File: config.mk
export PLATFORM = sky130hd
export DESIGN_NAME = score_display_scan_flat
export DESIGN_NICKNAME = d
export VERILOG_FILES = /design/src/rtl/score_display_scan_if.sv /design/src/rtl/score_display_scan.sv /design/src/flat_wrapper.sv
export SDC_FILE = /design/constraint.sdc
export NUM_CORES = 1
export LEC_CHECK = 0
export BUFFER_PORTS_ARGS = -buffer_cell sky130_fd_sc_hd__buf_2
export CORE_ASPECT_RATIO = 1.25
export CORE_MARGIN = 3
export CORE_UTILIZATION = 58
export DETAILED_ROUTE_END_ITERATION = 12
export PLACE_DENSITY = 0.87
export REMOVE_ABC_BUFFERS = 1
export SYNTH_ARGS = -nofsm -noshare
export SYNTH_HDL_FRONTEND = slang
export SYNTH_SLANG_ARGS = --single-unit
File: constraint.sdc
create_clock -name clk -period 5.37 [get_ports clk]
set_input_delay 0.2685 -clock clk [delete_from_list [all_inputs] [get_ports clk]]
set_output_delay 0.2685 -clock clk [all_outputs]
set_load 0.1 [all_outputs]
File: src/rtl/score_display_scan_if.sv
// Signal bundle between the score BCD stage / board pins and the scan driver.
interface score_display_scan_if;
    logic [3:0] units_place;
    logic [3:0] tens_place;
    logic [3:0] hundreds_place;
    logic [3:0] thousands_place;
    logic       lz_blank_en;
    logic       display_en;
    logic [3:0] an;
    logic [6:0] seg;
    logic       dp;
    logic       frame_tick;

    // Source side: supplies digits and controls, observes the pins.
    modport master (
        output units_place, tens_place, hundreds_place, thousands_place,
        output lz_blank_en, display_en,
        input  an, seg, dp, frame_tick
    );

    // Scan driver side.
    modport slave (
        input  units_place, tens_place, hundreds_place, thousands_place,
        input  lz_blank_en, display_en,
        output an, seg, dp, frame_tick
    );
endinterface

File: src/rtl/score_display_scan.sv
// 4-digit multiplexed 7-segment scan driver with per-slot dead time,
// per-frame digit snapshot and leading-zero blanking.
module score_display_scan #(
    parameter int REFRESH_DIV  = 100000,
    parameter int BLANK_CYCLES = 1000,
    parameter int ACTIVE_LOW   = 1
) (
    input  logic                 clk,
    input  logic                 reset,
    score_display_scan_if.slave  bus
);
    localparam int         CW   = $clog2(REFRESH_DIV);
    localparam logic [CW-1:0] LAST = CW'(REFRESH_DIV - 1);
    localparam logic       POL  = (ACTIVE_LOW != 0);

    typedef enum logic {BLANK, DRIVE} phase_t;
    localparam phase_t PH0 = (BLANK_CYCLES > 0) ? BLANK : DRIVE;

    logic [CW-1:0]   slot_cnt, slot_nxt;
    logic [1:0]      digit_idx, digit_nxt;
    logic [3:0][3:0] snapshot, cur;
    phase_t          state, state_nxt;
    logic            frame_start;
    logic [3:0]      d;
    logic            blanked;
    logic [3:0]      an_on;
    logic [6:0]      seg_on;

    function automatic logic [6:0] decode(input logic [3:0] v);
        case (v)
            4'd0:    decode = 7'b0111111;
            4'd1:    decode = 7'b0000110;
            4'd2:    decode = 7'b1011011;
            4'd3:    decode = 7'b1001111;
            4'd4:    decode = 7'b1100110;
            4'd5:    decode = 7'b1101101;
            4'd6:    decode = 7'b1111101;
            4'd7:    decode = 7'b0000111;
            4'd8:    decode = 7'b1111111;
            4'd9:    decode = 7'b1101111;
            default: decode = 7'b1000000;
        endcase
    endfunction

    // Slot/digit counter successors; digit_idx wraps 3->0 naturally.
    always_comb begin
        slot_nxt  = (slot_cnt == LAST) ? '0 : slot_cnt + 1'b1;
        digit_nxt = (slot_cnt == LAST) ? digit_idx + 2'd1 : digit_idx;
    end

    // At frame start the live inputs are used directly so the cycle that
    // loads the snapshot already shows the new digits.
    always_comb begin
        frame_start = (slot_cnt == '0) && (digit_idx == 2'd0);
        cur = frame_start ? {bus.thousands_place, bus.hundreds_place,
                             bus.tens_place, bus.units_place} : snapshot;
        d = cur[digit_idx];
        blanked = 1'b0;
        if (bus.lz_blank_en) begin
            case (digit_idx)
                2'd3:    blanked = (cur[3] == 4'd0);
                2'd2:    blanked = (cur[3] == 4'd0) && (cur[2] == 4'd0);
                2'd1:    blanked = (cur[3] == 4'd0) && (cur[2] == 4'd0) && (cur[1] == 4'd0);
                default: blanked = 1'b0;
            endcase
        end
    end

    // Counters and per-frame snapshot.
    always_ff @(posedge clk) begin
        if (reset) begin
            slot_cnt  <= '0;
            digit_idx <= 2'd0;
            snapshot  <= '0;
        end else begin
            slot_cnt  <= slot_nxt;
            digit_idx <= digit_nxt;
            if (frame_start) snapshot <= cur;
        end
    end

    // Phase register: tracks which half of the slot slot_cnt is in.
    always_ff @(posedge clk) begin
        if (reset) state <= PH0;
        else       state <= state_nxt;
    end

    // Next phase follows the next slot count.
    always_comb begin
        state_nxt = (32'(slot_nxt) < BLANK_CYCLES) ? BLANK : DRIVE;
    end

    // Active-high pin values for the current slot position.
    always_comb begin
        an_on  = 4'b0000;
        seg_on = 7'b0000000;
        if (state == DRIVE && bus.display_en && !blanked) begin
            an_on[digit_idx] = 1'b1;
            seg_on           = decode(d);
        end
    end

    // Registered pins with polarity applied; reset forces everything off.
    always_ff @(posedge clk) begin
        if (reset) begin
            bus.an         <= {4{POL}};
            bus.seg        <= {7{POL}};
            bus.dp         <= POL;
            bus.frame_tick <= 1'b0;
        end else begin
            bus.an         <= an_on ^ {4{POL}};
            bus.seg        <= seg_on ^ {7{POL}};
            bus.dp         <= POL;
            bus.frame_tick <= frame_start;
        end
    end
endmodule

File: src/flat_wrapper.sv
// flat-port wrapper written by rule: the top's interface ports become plain ports
module score_display_scan_flat 
#(
    parameter int REFRESH_DIV  = 100000,
    parameter int BLANK_CYCLES = 1000,
    parameter int ACTIVE_LOW   = 1
)
  (clk, reset, bus_units_place, bus_tens_place, bus_hundreds_place, bus_thousands_place, bus_lz_blank_en, bus_display_en, bus_an, bus_seg, bus_dp, bus_frame_tick);
  score_display_scan_if bus_i ();
  input  logic clk;
  input  logic reset;
  input wire logic [$bits(bus_i.units_place)-1:0] bus_units_place;
  input wire logic [$bits(bus_i.tens_place)-1:0] bus_tens_place;
  input wire logic [$bits(bus_i.hundreds_place)-1:0] bus_hundreds_place;
  input wire logic [$bits(bus_i.thousands_place)-1:0] bus_thousands_place;
  input wire logic [$bits(bus_i.lz_blank_en)-1:0] bus_lz_blank_en;
  input wire logic [$bits(bus_i.display_en)-1:0] bus_display_en;
  output wire logic [$bits(bus_i.an)-1:0] bus_an;
  output wire logic [$bits(bus_i.seg)-1:0] bus_seg;
  output wire logic [$bits(bus_i.dp)-1:0] bus_dp;
  output wire logic [$bits(bus_i.frame_tick)-1:0] bus_frame_tick;
  assign bus_i.units_place = bus_units_place;
  assign bus_i.tens_place = bus_tens_place;
  assign bus_i.hundreds_place = bus_hundreds_place;
  assign bus_i.thousands_place = bus_thousands_place;
  assign bus_i.lz_blank_en = bus_lz_blank_en;
  assign bus_i.display_en = bus_display_en;
  assign bus_an = bus_i.an;
  assign bus_seg = bus_i.seg;
  assign bus_dp = bus_i.dp;
  assign bus_frame_tick = bus_i.frame_tick;
  score_display_scan #(.REFRESH_DIV(REFRESH_DIV), .BLANK_CYCLES(BLANK_CYCLES), .ACTIVE_LOW(ACTIVE_LOW)) u_core (.clk(clk), .reset(reset), .bus(bus_i));
endmodule
==> results of run 1 <==
registers in the layout (all words and copies together) (netlist names):
signal and count:
u_core.bus.frame_tick 1, u_core.snapshot 16, u_core.digit_idx 2, u_core.bus.an 4, u_core.slot_cnt 17, u_core.state 1
u_core.bus.seg 7
kinds of logic after synthesis:
logic type	Yosys count	share of synthesized area, %
simple gates	104	22.0
flops	48	39.3
compound gates	35	10.3
mux	22	11.7
buf+inv	21	4.04
xor+xnor	18	6.44
fa+ha+maj	12	6.13
other cells	1	0.153
per-layer routing:
| layer | vias up | part of all wire (%) | wire (um) |
|---|---|---|---|
| met3 | 15 | 4.6 | 234 |
| met1 | 948 | 39 | 1940 |
| met5 | - | 0 | 0 |
| met2 | 60 | 53 | 2700 |
| li1 | 980 | - | - |
| met4 | 0 | 3.4 | 170 |
synth_stat cells, types with 2 or more instances:
master	number	area, sq um
dfxtp_1	48	961
nor2_1	42	158
nand3_1	16	80.1
mux2i_1	15	150
inv_1	13	48.8
xnor2_1	13	114
ha_1	12	150
nand2_1	10	37.5
a21oi_1	7	35.0
clkbuf_1	6	22.5
o21ai_0	6	30.0
mux4_2	5	113
nor4_1	5	31.3
o211ai_1	5	37.5
xor2_1	5	43.8
and3_1	4	25.0
nor2b_1	4	25.0
nor3_1	4	20.0
a31oi_1	3	18.8
nand4_1	3	18.8
a211oi_1	2	15.0
and2_1	2	12.5
nand2b_1	2	12.5
nor3b_1	2	15.0
o21ai_1	2	10.0
o311ai_1	2	17.5
or2_2	2	12.5
or4_4	2	22.5
power breakdown:
| part | total (mW) | internal (mW) | switching (mW) |
|---|---|---|---|
| Sequential | 0.379 | 0.370 | 0.00981 |
| Combinational | 0.116 | 0.0461 | 0.0702 |
| Clock | 0.256 | 0.138 | 0.118 |
area by class of cell:
class / count / area share [%]
multi-input combinational: 192 / 50.8
sequential: 48 / 35.2
timing repair buffer: 31 / 5.68
clock buffer: 5 / 2.52
tap: 54 / 2.47
inverter: 13 / 1.79
clock inverter: 3 / 1.56
worst paths after layout:
check	startpoint	endpoint	depth (start not counted)
setup / recovery	u_core.digit_idx[1]	u_core.bus.seg[5]	10
hold / removal	bus_thousands_place[2]	u_core.snapshot[14]	3
setup reg to reg	u_core.digit_idx[1]	u_core.bus.seg[5]	10
hold reg to reg	u_core.slot_cnt[0]	u_core.slot_cnt[0]	1
through the flow:
| stage | hold slack [ns] | utilization (%) | std cells |
|---|---|---|---|
| floorplan | 0.338 | - | 253 |
| global placement | 0.452 | 67.0 | 338 |
| detailed placement | 0.463 | 67.0 | 338 |
| CTS | 0.225 | 69.9 | 346 |
| global route | 0.236 | 69.9 | 346 |
| finish | 0.230 | 69.9 | 346 |
worst max-delay path, cell delays in order, from the launching register on:
cell and delay, ns:
dfxtp_1 0.41, inv_1 0.26, ha_1 0.22, nor4b_1 0.40, nand3_1 0.34, nor2_8 0.41, mux4_2 0.36, o211ai_1 0.36
inv_1 0.14, o21ai_1 0.32, o311ai_1 0.15
==> results by group, run 1 <==
Status
  – Status: complete, no violations

Floorplanning
  – Die H: 78.6 um
  – Die area: 5040 sq um
  – FP Rows: 25
  – Io pins: 33
  – Initial Utilization: 62.6%
  – Placeable core region: 3910 sq um
  – Die X-Extent: 64.1 um

Layout
  – Layout fillers: 305
  – Flip-flop and latch area: 961 sq um
  – Fin nets: 323
  – Multi-input gate area: 1390 sq um
  – Share of post-route cells with drive strength above 1: 18.8%
  – Commonest cells after routing, fill and taps aside: dfxtp_1 (48), nor2_1 (42), buf_2 (31), nand3_1 (16), mux2i_1 (15)
  – N_diodes: 0
  – Design area: 2730 sq um
  – Area Growth Syn to Fin: 11.6%
  – Commonest non-fill, non-tap cell in the layout: dfxtp_1

Timing
  – Fin. max-slew vios: 0
  – Final setup margin: 1.86 ns
  – Tmin final: 3.51 ns
  – RSZ-0062 raised after global routing: no
  – Final setup violation count: 0
  – Final Hold Viols: 0
  – Slew @ Worst Pin: 0.689 ns
  – Setup TNS: 0 ns
  – Max_slew headroom: 53.7%
  – Final Cycle Share: 65.3%
  – Setup Skew: 0.00309 ns
  – Fmax: 285 MHz

CTS
  – H-tree Lvls: 2
  – Reg clk slew, reported paths: 0.08 ns
  – Root buffer selected by CTS: clkbuf_8
  – CTS Buf Count: 5
  – # resized after CTS: 0
  – CTS max path bufs: 2
  – Post-CTS setup buffers: 0
  – Clk_lat worst skew: 0.30 ns
  – Cts hold-fix bufs: 0
  – TritonCTS clock tree: yes
  – Clock sink count: 48

Place
  – Final HPWL DP: 3.82 mm
  – Final GP Congestion: 0.864
  – Pre-CTS setup slack: 1.90 ns
  – Area after DPL: 2620 sq um
  – IO Port Bufs: 31

Routing
  – First-pass DRT Iterations: 4
  – 1st-iter DRT viols: 148
  – Drt via density: 5.79
  – Vias: 2003
  – WL/cell: 14.6 um
  – Routed Antenna Nets: 0
  – Post-Route WL: 5.05 mm
  – DRC Markers: 0

GRT
  – Gr busiest metal: met2
  – Met2 Use GR: 39.8%
  – First-pass GRT wire length: 8.45 mm
  – Congestion Overflow GR: 0
  – Pin count of the biggest net entering global routing: 26
  – Initial antenna violation count: 0
  – Vias in the first global route: 1903
  – M3 GR Usage: 3.86%
  – Total track usage: 21.5%
  – Met1 Usage GRT: 22.5%

Yosys
  – Top_reg_cell synth: dfxtp_1
  – Register bit total from synthesis: 48
  – EDFF count, synth: 0
  – Async SR Flop Fraction: 0%
  – Syn Std Cell Area: 2450 sq um
  – Yosys cell types: 47
  – Warnings, synthesis: 0
  – Synth Area per Inst: 9.38 sq um
  – Sequential share of the synthesized area: 39.3%
  – Cells after Synth: 261

Setup path
  – Crit path kind: register to register
  – Worst EP required: 5.54 ns
  – Crit path capture type: register
  – Crit Path Max Fanout: 19
  – R2R Setup Slk: 1.86 ns
  – Arr. time, crit path: 3.68 ns
  – Startpoint types: register

Job
  – Max capacitance violation total: 0

Pwr
  – Worst vdd ir: 0.126 mV
  – Total chip power: 0.752 mW
  – Power Dens Cells: 275 nW/um^2
  – Pleak: 1.09 nW

Worst hold path
  – Class of the worst hold path: input port to register
Note: power is estimated with default switching activity, not from simulation.
==> run 2: changes to the inputs <==
--- a/config.mk
+++ b/config.mk
@@ -8,9 +8,9 @@
 export BUFFER_PORTS_ARGS = -buffer_cell sky130_fd_sc_hd__buf_2
 export CORE_ASPECT_RATIO = 1.25
 export CORE_MARGIN = 3
-export CORE_UTILIZATION = 58
+export CORE_UTILIZATION = 51
 export DETAILED_ROUTE_END_ITERATION = 12
-export PLACE_DENSITY = 0.87
+export PLACE_DENSITY = 0.82
 export REMOVE_ABC_BUFFERS = 1
 export SYNTH_ARGS = -nofsm -noshare
 export SYNTH_HDL_FRONTEND = slang
==> constraint.sdc (replaced) <==
create_clock -name clk -period 2.9 [get_ports clk]
set_input_delay 0.145 -clock clk [delete_from_list [all_inputs] [get_ports clk]]
set_output_delay 0.145 -clock clk [all_outputs]
set_load 0.1 [all_outputs]
==> results by group, run 2 (same netlist as run 1, synthesis figures left out) <==
Status
  – Status: finished, violations left
  – Failing checks: setup timing

CTS
  – TritonCTS clock tree: yes
  – CTS max path bufs: 2 (unchanged)
  – H-tree Lvls: 2 (unchanged)
  – Clk_lat worst skew: 0.29 ns (about the same)
  – Root buffer selected by CTS: clkbuf_8
  – Reg clk slew, reported paths: 0.08 ns (about the same)
  – Clock sink count: 48 (unchanged)
  – CTS Buf Count: 5 (unchanged)

Setup path
  – Reg2reg start: u_core.slot_cnt[12]
  – Startpoint types: register
  – Crit Path Max Fanout: 8 (-11)
  – Arr. time, crit path: 3.16 ns (-0.52 ns)
  – Crit path capture type: register
  – Worst EP required: 3.10 ns (-2.44 ns)
  – Crit path kind: register to register
  – CP Launch Point: u_core.slot_cnt[12]

Pwr
  – Worst vdd ir: 0.248 mV (+97%)
  – Power Dens Cells: 458 nW/um^2 (+66%)
  – Pleak: 1.17 nW (+7.7%)

Layout
  – Area Growth Syn to Fin: 18.8%
  – Max FFs per register: 17 (unchanged)
  – Largest Register: u_core.slot_cnt
  – Layout Utilization: 64.2% (-5.6 points)
  – Share of post-route cells with drive strength above 1: 27.5% (+8.6 points)
  – Fin nets: 347 (+7.4%)
  – Final Instance Count excl. Fillers: 371 (+7.2%)
  – Largest regs: u_core.slot_cnt x17, u_core.snapshot x16, u_core.bus.seg x7
  – N_diodes: 0 (unchanged)
  – Commonest non-fill, non-tap cell in the layout: dfxtp_1
  – Commonest cells after routing, fill and taps aside: dfxtp_1 (48), nor2_1 (41), buf_2 (31), buf_4 (24), nand3_1 (16)

GRT
  – Congestion Overflow GR: 0 (unchanged)
  – Initial antenna violation count: 0 (unchanged)
  – Total track usage: 19.3% (-2.2 points)
  – Pin count of the biggest net entering global routing: 17 (-35%)
  – Vias in the first global route: 1968 (+3.4%)
  – First-pass GRT wire length: 8.56 mm (+1.3%)

Place
  – Final HPWL DP: 3.97 mm (+4.0%)
  – IO Port Bufs: 31 (unchanged)
  – Final GP Congestion: 0.883 (+2.2%)
  – Cell count after placement: 360 (+6.5%)
  – Pre-CTS setup slack: -0.0718 ns (-1.97 ns)

Routing
  – DRC Markers: 0 (unchanged)
  – 1st-iter DRT viols: 120 (-19%)
  – First-pass DRT Iterations: 4 (unchanged)
  – WL/cell: 14.1 um (-3.0%)
  – Drt via density: 5.54 (-4.2%)
  – Vias: 2057 (+2.7%)
  – Routed Antenna Nets: 0 (unchanged)
  – Post-Route WL: 5.25 mm (+4.0%)

Floorplanning
  – FP Rows: 27 (+8.0%)
  – Die X-Extent: 68.0 um (+6.0%)
  – Die H: 83.5 um (+6.1%)
  – Placeable core region: 4530 sq um (+16%)
  – Io pins: 33 (unchanged)
  – Initial Utilization: 54.1% (-8.5 points)
  – Die area: 5670 sq um (+13%)

Timing
  – Final setup violation count: 3 (+3)
  – Setup Skew: 0.00596 ns (+0.00287 ns)
  – Final setup margin: -0.0513 ns (-1.91 ns)
  – Slew @ Worst Pin: 0.538 ns (-0.151 ns)
  – Max_slew headroom: 64.1% (+10 points)
  – Fmax: 339 MHz (+19%)
  – Tmin final: 2.95 ns (-0.556 ns)
  – Final Cycle Share: 102% (+36 points)
  – Fin. max-slew vios: 0 (unchanged)
  – RSZ-0062 raised after global routing: yes
  – Final Hold Viols: 0 (unchanged)

Job
  – Max capacitance violation total: 0 (unchanged)

Worst hold path
  – Hold_sp: bus_units_place[3]
  – Class of the worst hold path: input port to register
-- run 2: worst paths after layout --
kind / to / slack (ns) / cells past startpoint
worst max register to register: u_core.bus.seg[5] / -0.05 / 8
worst min-delay path: u_core.snapshot[3] / 0.11 / 3
worst min register to register: u_core.slot_cnt[0] / 0.47 / 1
worst max-delay path: u_core.bus.seg[5] / -0.05 / 8
-- run 2: cell type report --
cell class              instances  area [sq um]
clock buffers                   5          68.8
flip-flops and latches         48           961
inverters                      13          48.8
fillers                       371          1620
multi-input cells             192          1420
well taps                      58          72.6
repair buffers                 55           335
-- run 2: routing by layer --
layer	global-route usage [%]	up-vias	part of all wire, %	routed length (um)
met1	21.3	946	39	2040
met4	8.32	0	3.4	180
met2	34.2	69	52	2720
li1	-	1021	-	-
met3	3.91	21	5.8	303
met5	0	-	0	0
-- run 2: repair_timing --
action,4_1_cts,5_1_grt
pin swaps,2,6
buffers inserted,3,3
hold buffers,0,0
endpoints found under the setup margin,6,7
resized for setup,2,9
-- run 2: critical path, stage by stage (launching register included) --
cell and delay (ns):
dfxtp_1 0.32, or4_4 0.53, or4_4 0.48, nor2_8 0.23
mux2i_2 0.12, mux4_2 0.55, ha_1 0.24, and2_1 0.16
o311ai_1 0.25
-- run 2: where the power goes --
group	internal (mW)	leakage, nW	total [mW]	switching (mW)
registers	0.684	0.391	0.702	0.0172
logic	0.122	0.743	0.272	0.150
clock network	0.156	0.0359	0.359	0.203
-- run 2: per-stage QoR --
stage | area, sq um | hold WS (ns) | TNS, ns | total power [mW]
after floorplan | 2400 | 0.214 | -0.716 | 0.872
after global placement | 2760 | 0.407 | 0 | 0.941
after detailed placement | 2760 | 0.403 | -0.322 | 0.952
after CTS | 2860 | 0.0986 | -0.00704 | 1.32
after global routing | 2910 | 0.123 | -0.849 | 1.39
final | 2910 | 0.106 | -0.131 | 1.33
==> run 3: changes to the inputs <==
--- a/config.mk
+++ b/config.mk
@@ -12,6 +12,7 @@
 export DETAILED_ROUTE_END_ITERATION = 12
 export PLACE_DENSITY = 0.82
 export REMOVE_ABC_BUFFERS = 1
+export SETUP_SLACK_MARGIN = 0.2
 export SYNTH_ARGS = -nofsm -noshare
 export SYNTH_HDL_FRONTEND = slang
 export SYNTH_SLANG_ARGS = --single-unit
==> results by group, run 3 (same netlist as run 1, synthesis figures left out) <==
Status
  – Status: finished, violations left
  – Failing checks: setup timing

Worst hold path
  – Hold depth: 3 (unchanged)
  – Class of the worst hold path: input port to register

Routing
  – DRC Markers: 0 (unchanged)
  – Routed Antenna Nets: 0 (unchanged)
  – WL/cell: 16.2 um (+14%)
  – First-pass DRT Iterations: 4 (unchanged)
  – Met1 WL: 2.31 mm (+13%)
  – Post-Route WL: 6.09 mm (+16%)
  – Vias: 2178 (+5.9%)
  – 1st-iter DRT viols: 134 (+12%)
  – Drt via density: 5.78 (+4.2%)
  – Highest Signal Layer: met4
  – Routed wl met3: 295 um (-2.6%)
  – Met2 Wirelength: 3.25 mm (+20%)

Layout
  – N_diodes: 0 (unchanged)
  – Largest Register: u_core.slot_cnt
  – Commonest non-fill, non-tap cell in the layout: dfxtp_1
  – Fin nets: 353 (+1.7%)
  – Largest regs: u_core.slot_cnt x17, u_core.snapshot x16, u_core.bus.seg x7
  – Share of post-route cells with drive strength above 1: 31.7% (+4.2 points)
  – Commonest cells after routing, fill and taps aside: dfxtp_1 (47), nor2_1 (41), buf_2 (31), buf_4 (26), nand3_1 (16)
  – Area Growth Syn to Fin: 25.7%
  – Max FFs per register: 17 (unchanged)
  – Layout fillers: 344 (-7.3%)

Setup path
  – Startpoint types: register
  – Worst EP required: 3.07 ns (-0.03 ns)
  – Crit path capture type: register
  – Crit Path Max Fanout: 7 (-1)
  – Arr. time, crit path: 3.15 ns (about the same)
  – Worst Reg-to-Reg Cells: 10 (+2)
  – R2R Setup Slk: -0.08 ns (-0.03 ns)
  – Crit path kind: register to register

CTS
  – Cts hold-fix bufs: 0 (unchanged)
  – Root buffer selected by CTS: clkbuf_8
  – H-tree Lvls: 2 (unchanged)
  – CTS Buf Count: 5 (unchanged)
  – Reg clk slew, reported paths: 0.08 ns (about the same)
  – Clk_lat worst skew: 0.29 ns (about the same)
  – TritonCTS clock tree: yes
  – Clock sink count: 48 (unchanged)
  – CTS max path bufs: 2 (unchanged)

Timing
  – Final Hold Viols: 0 (unchanged)
  – Final setup violation count: 5 (+2)
  – Slew @ Worst Pin: 0.532 ns (-0.00561 ns)
  – Setup TNS: -0.249 ns (-0.118 ns)
  – RSZ-0062 raised after global routing: yes
  – Final setup margin: -0.0810 ns (-0.0297 ns)
  – Tmin final: 2.98 ns (+0.0297 ns)
  – Final Cycle Share: 103% (+1.0 points)
  – Fmax: 335 MHz (-1.0%)
  – Max_slew headroom: 64.5% (+0.37 points)
  – Fin. max-slew vios: 0 (unchanged)
  – Setup Skew: 0.00555 ns (-0.000410 ns)

Floorplanning
  – Die area: 5670 sq um (unchanged)
  – Initial Utilization: 54.1% (unchanged)
  – FP Rows: 27 (unchanged)
  – Placeable core region: 4530 sq um (unchanged)
  – Die H: 83.5 um (unchanged)
  – Io pins: 33 (unchanged)
  – Die X-Extent: 68.0 um (unchanged)

Pwr
  – Net Sw Power: 0.403 mW (+9.0%)
  – Power Dens Cells: 457 nW/um^2 (-0.36%)
  – Switching part of the total power: 28.7% (+0.97 points)
  – Pleak: 1.21 nW (+3.6%)
  – Worst vdd ir: 0.249 mV (+0.61%)
  – Logic gate share of total power: 24.2% (+3.8 points)
  – P_int: 1.00 mW (+4.0%)
  – Total chip power: 1.40 mW (+5.4%)
  – Sequential share of power: 50.1% (-2.6 points)
  – Clock share of power: 25.7% (-1.2 points)

GRT
  – First-pass GRT wire length: 8.80 mm (+2.8%)
  – Pin count of the biggest net entering global routing: 17 (unchanged)
  – Congestion Overflow GR: 0 (unchanged)
  – Total track usage: 19.9% (+0.57 points)
  – Vias in the first global route: 2025 (+2.9%)
  – Initial antenna violation count: 0 (unchanged)

Place
  – IO Port Bufs: 31 (unchanged)
  – Final HPWL DP: 3.97 mm (unchanged)
  – Pre-CTS setup slack: -0.0718 ns (unchanged)
  – Final GP Congestion: 0.883 (unchanged)

Job
  – Max capacitance violation total: 0 (unchanged)
[run 3: final timing paths]
path                                           from                  to
worst max register to register  u_core.slot_cnt[12]   u_core.bus.seg[3]
worst min register to register   u_core.slot_cnt[0]  u_core.slot_cnt[0]
worst max-delay path            u_core.slot_cnt[12]   u_core.bus.seg[3]
worst min-delay path             bus_units_place[3]  u_core.snapshot[3]
[run 3: cell type report]
type	instances	area (sq um)	share of cell area, %
sequential	48	962	31.3
inverter	13	48.8	1.59
tap	58	72.6	2.36
multi-input combinational	193	1530	49.8
clock buffer	5	68.8	2.24
timing repair buffer	60	393	12.8
[run 3: through the flow]
step                hold slack, ns  util, %  instances  instance area (sq um)
floorplan                    0.214        -        253                   2400
global placement             0.407     61.0        360                   2760
detailed placement           0.403     61.0        360                   2760
CTS                         0.0986     64.2        371                   2910
global route                 0.130     67.9        377                   3080
finish                       0.131     67.9        377                   3080
[run 3: layer usage]
layer,global-route usage (%),up-vias
li1,-,1036
met1,21.9,1036
met2,35.1,83
met3,4.04,23
met4,8.86,0
met5,0,-
[run 3: power by group through the flow]
stage	combinational [mW]	clock (mW)	sequential [mW]
after floorplan	0.151	0	0.721
after global placement	0.227	0	0.714
after detailed placement	0.237	0	0.716
after CTS	0.269	0.367	0.701
after global routing	0.362	0.391	0.706
final	0.340	0.360	0.704
[run 3: critical path: stages (launching register included)]
cell	delay (ns)
dfxtp_2	0.33
or4_4	0.52
or4_4	0.48
nor2_8	0.15
buf_12	0.15
buf_4	0.17
mux4_2	0.36
buf_4	0.17
o211ai_4	0.22
mux2i_1	0.22
o211ai_1	0.09
[run 3: what timing repair did]
item | 4_1_cts | 5_1_grt
gates cloned | 0 | 1
pin swaps | 1 | 16
setup endpoints to repair | 7 | 10
setup buffers | 6 | 5
gates resized for setup | 9 | 21
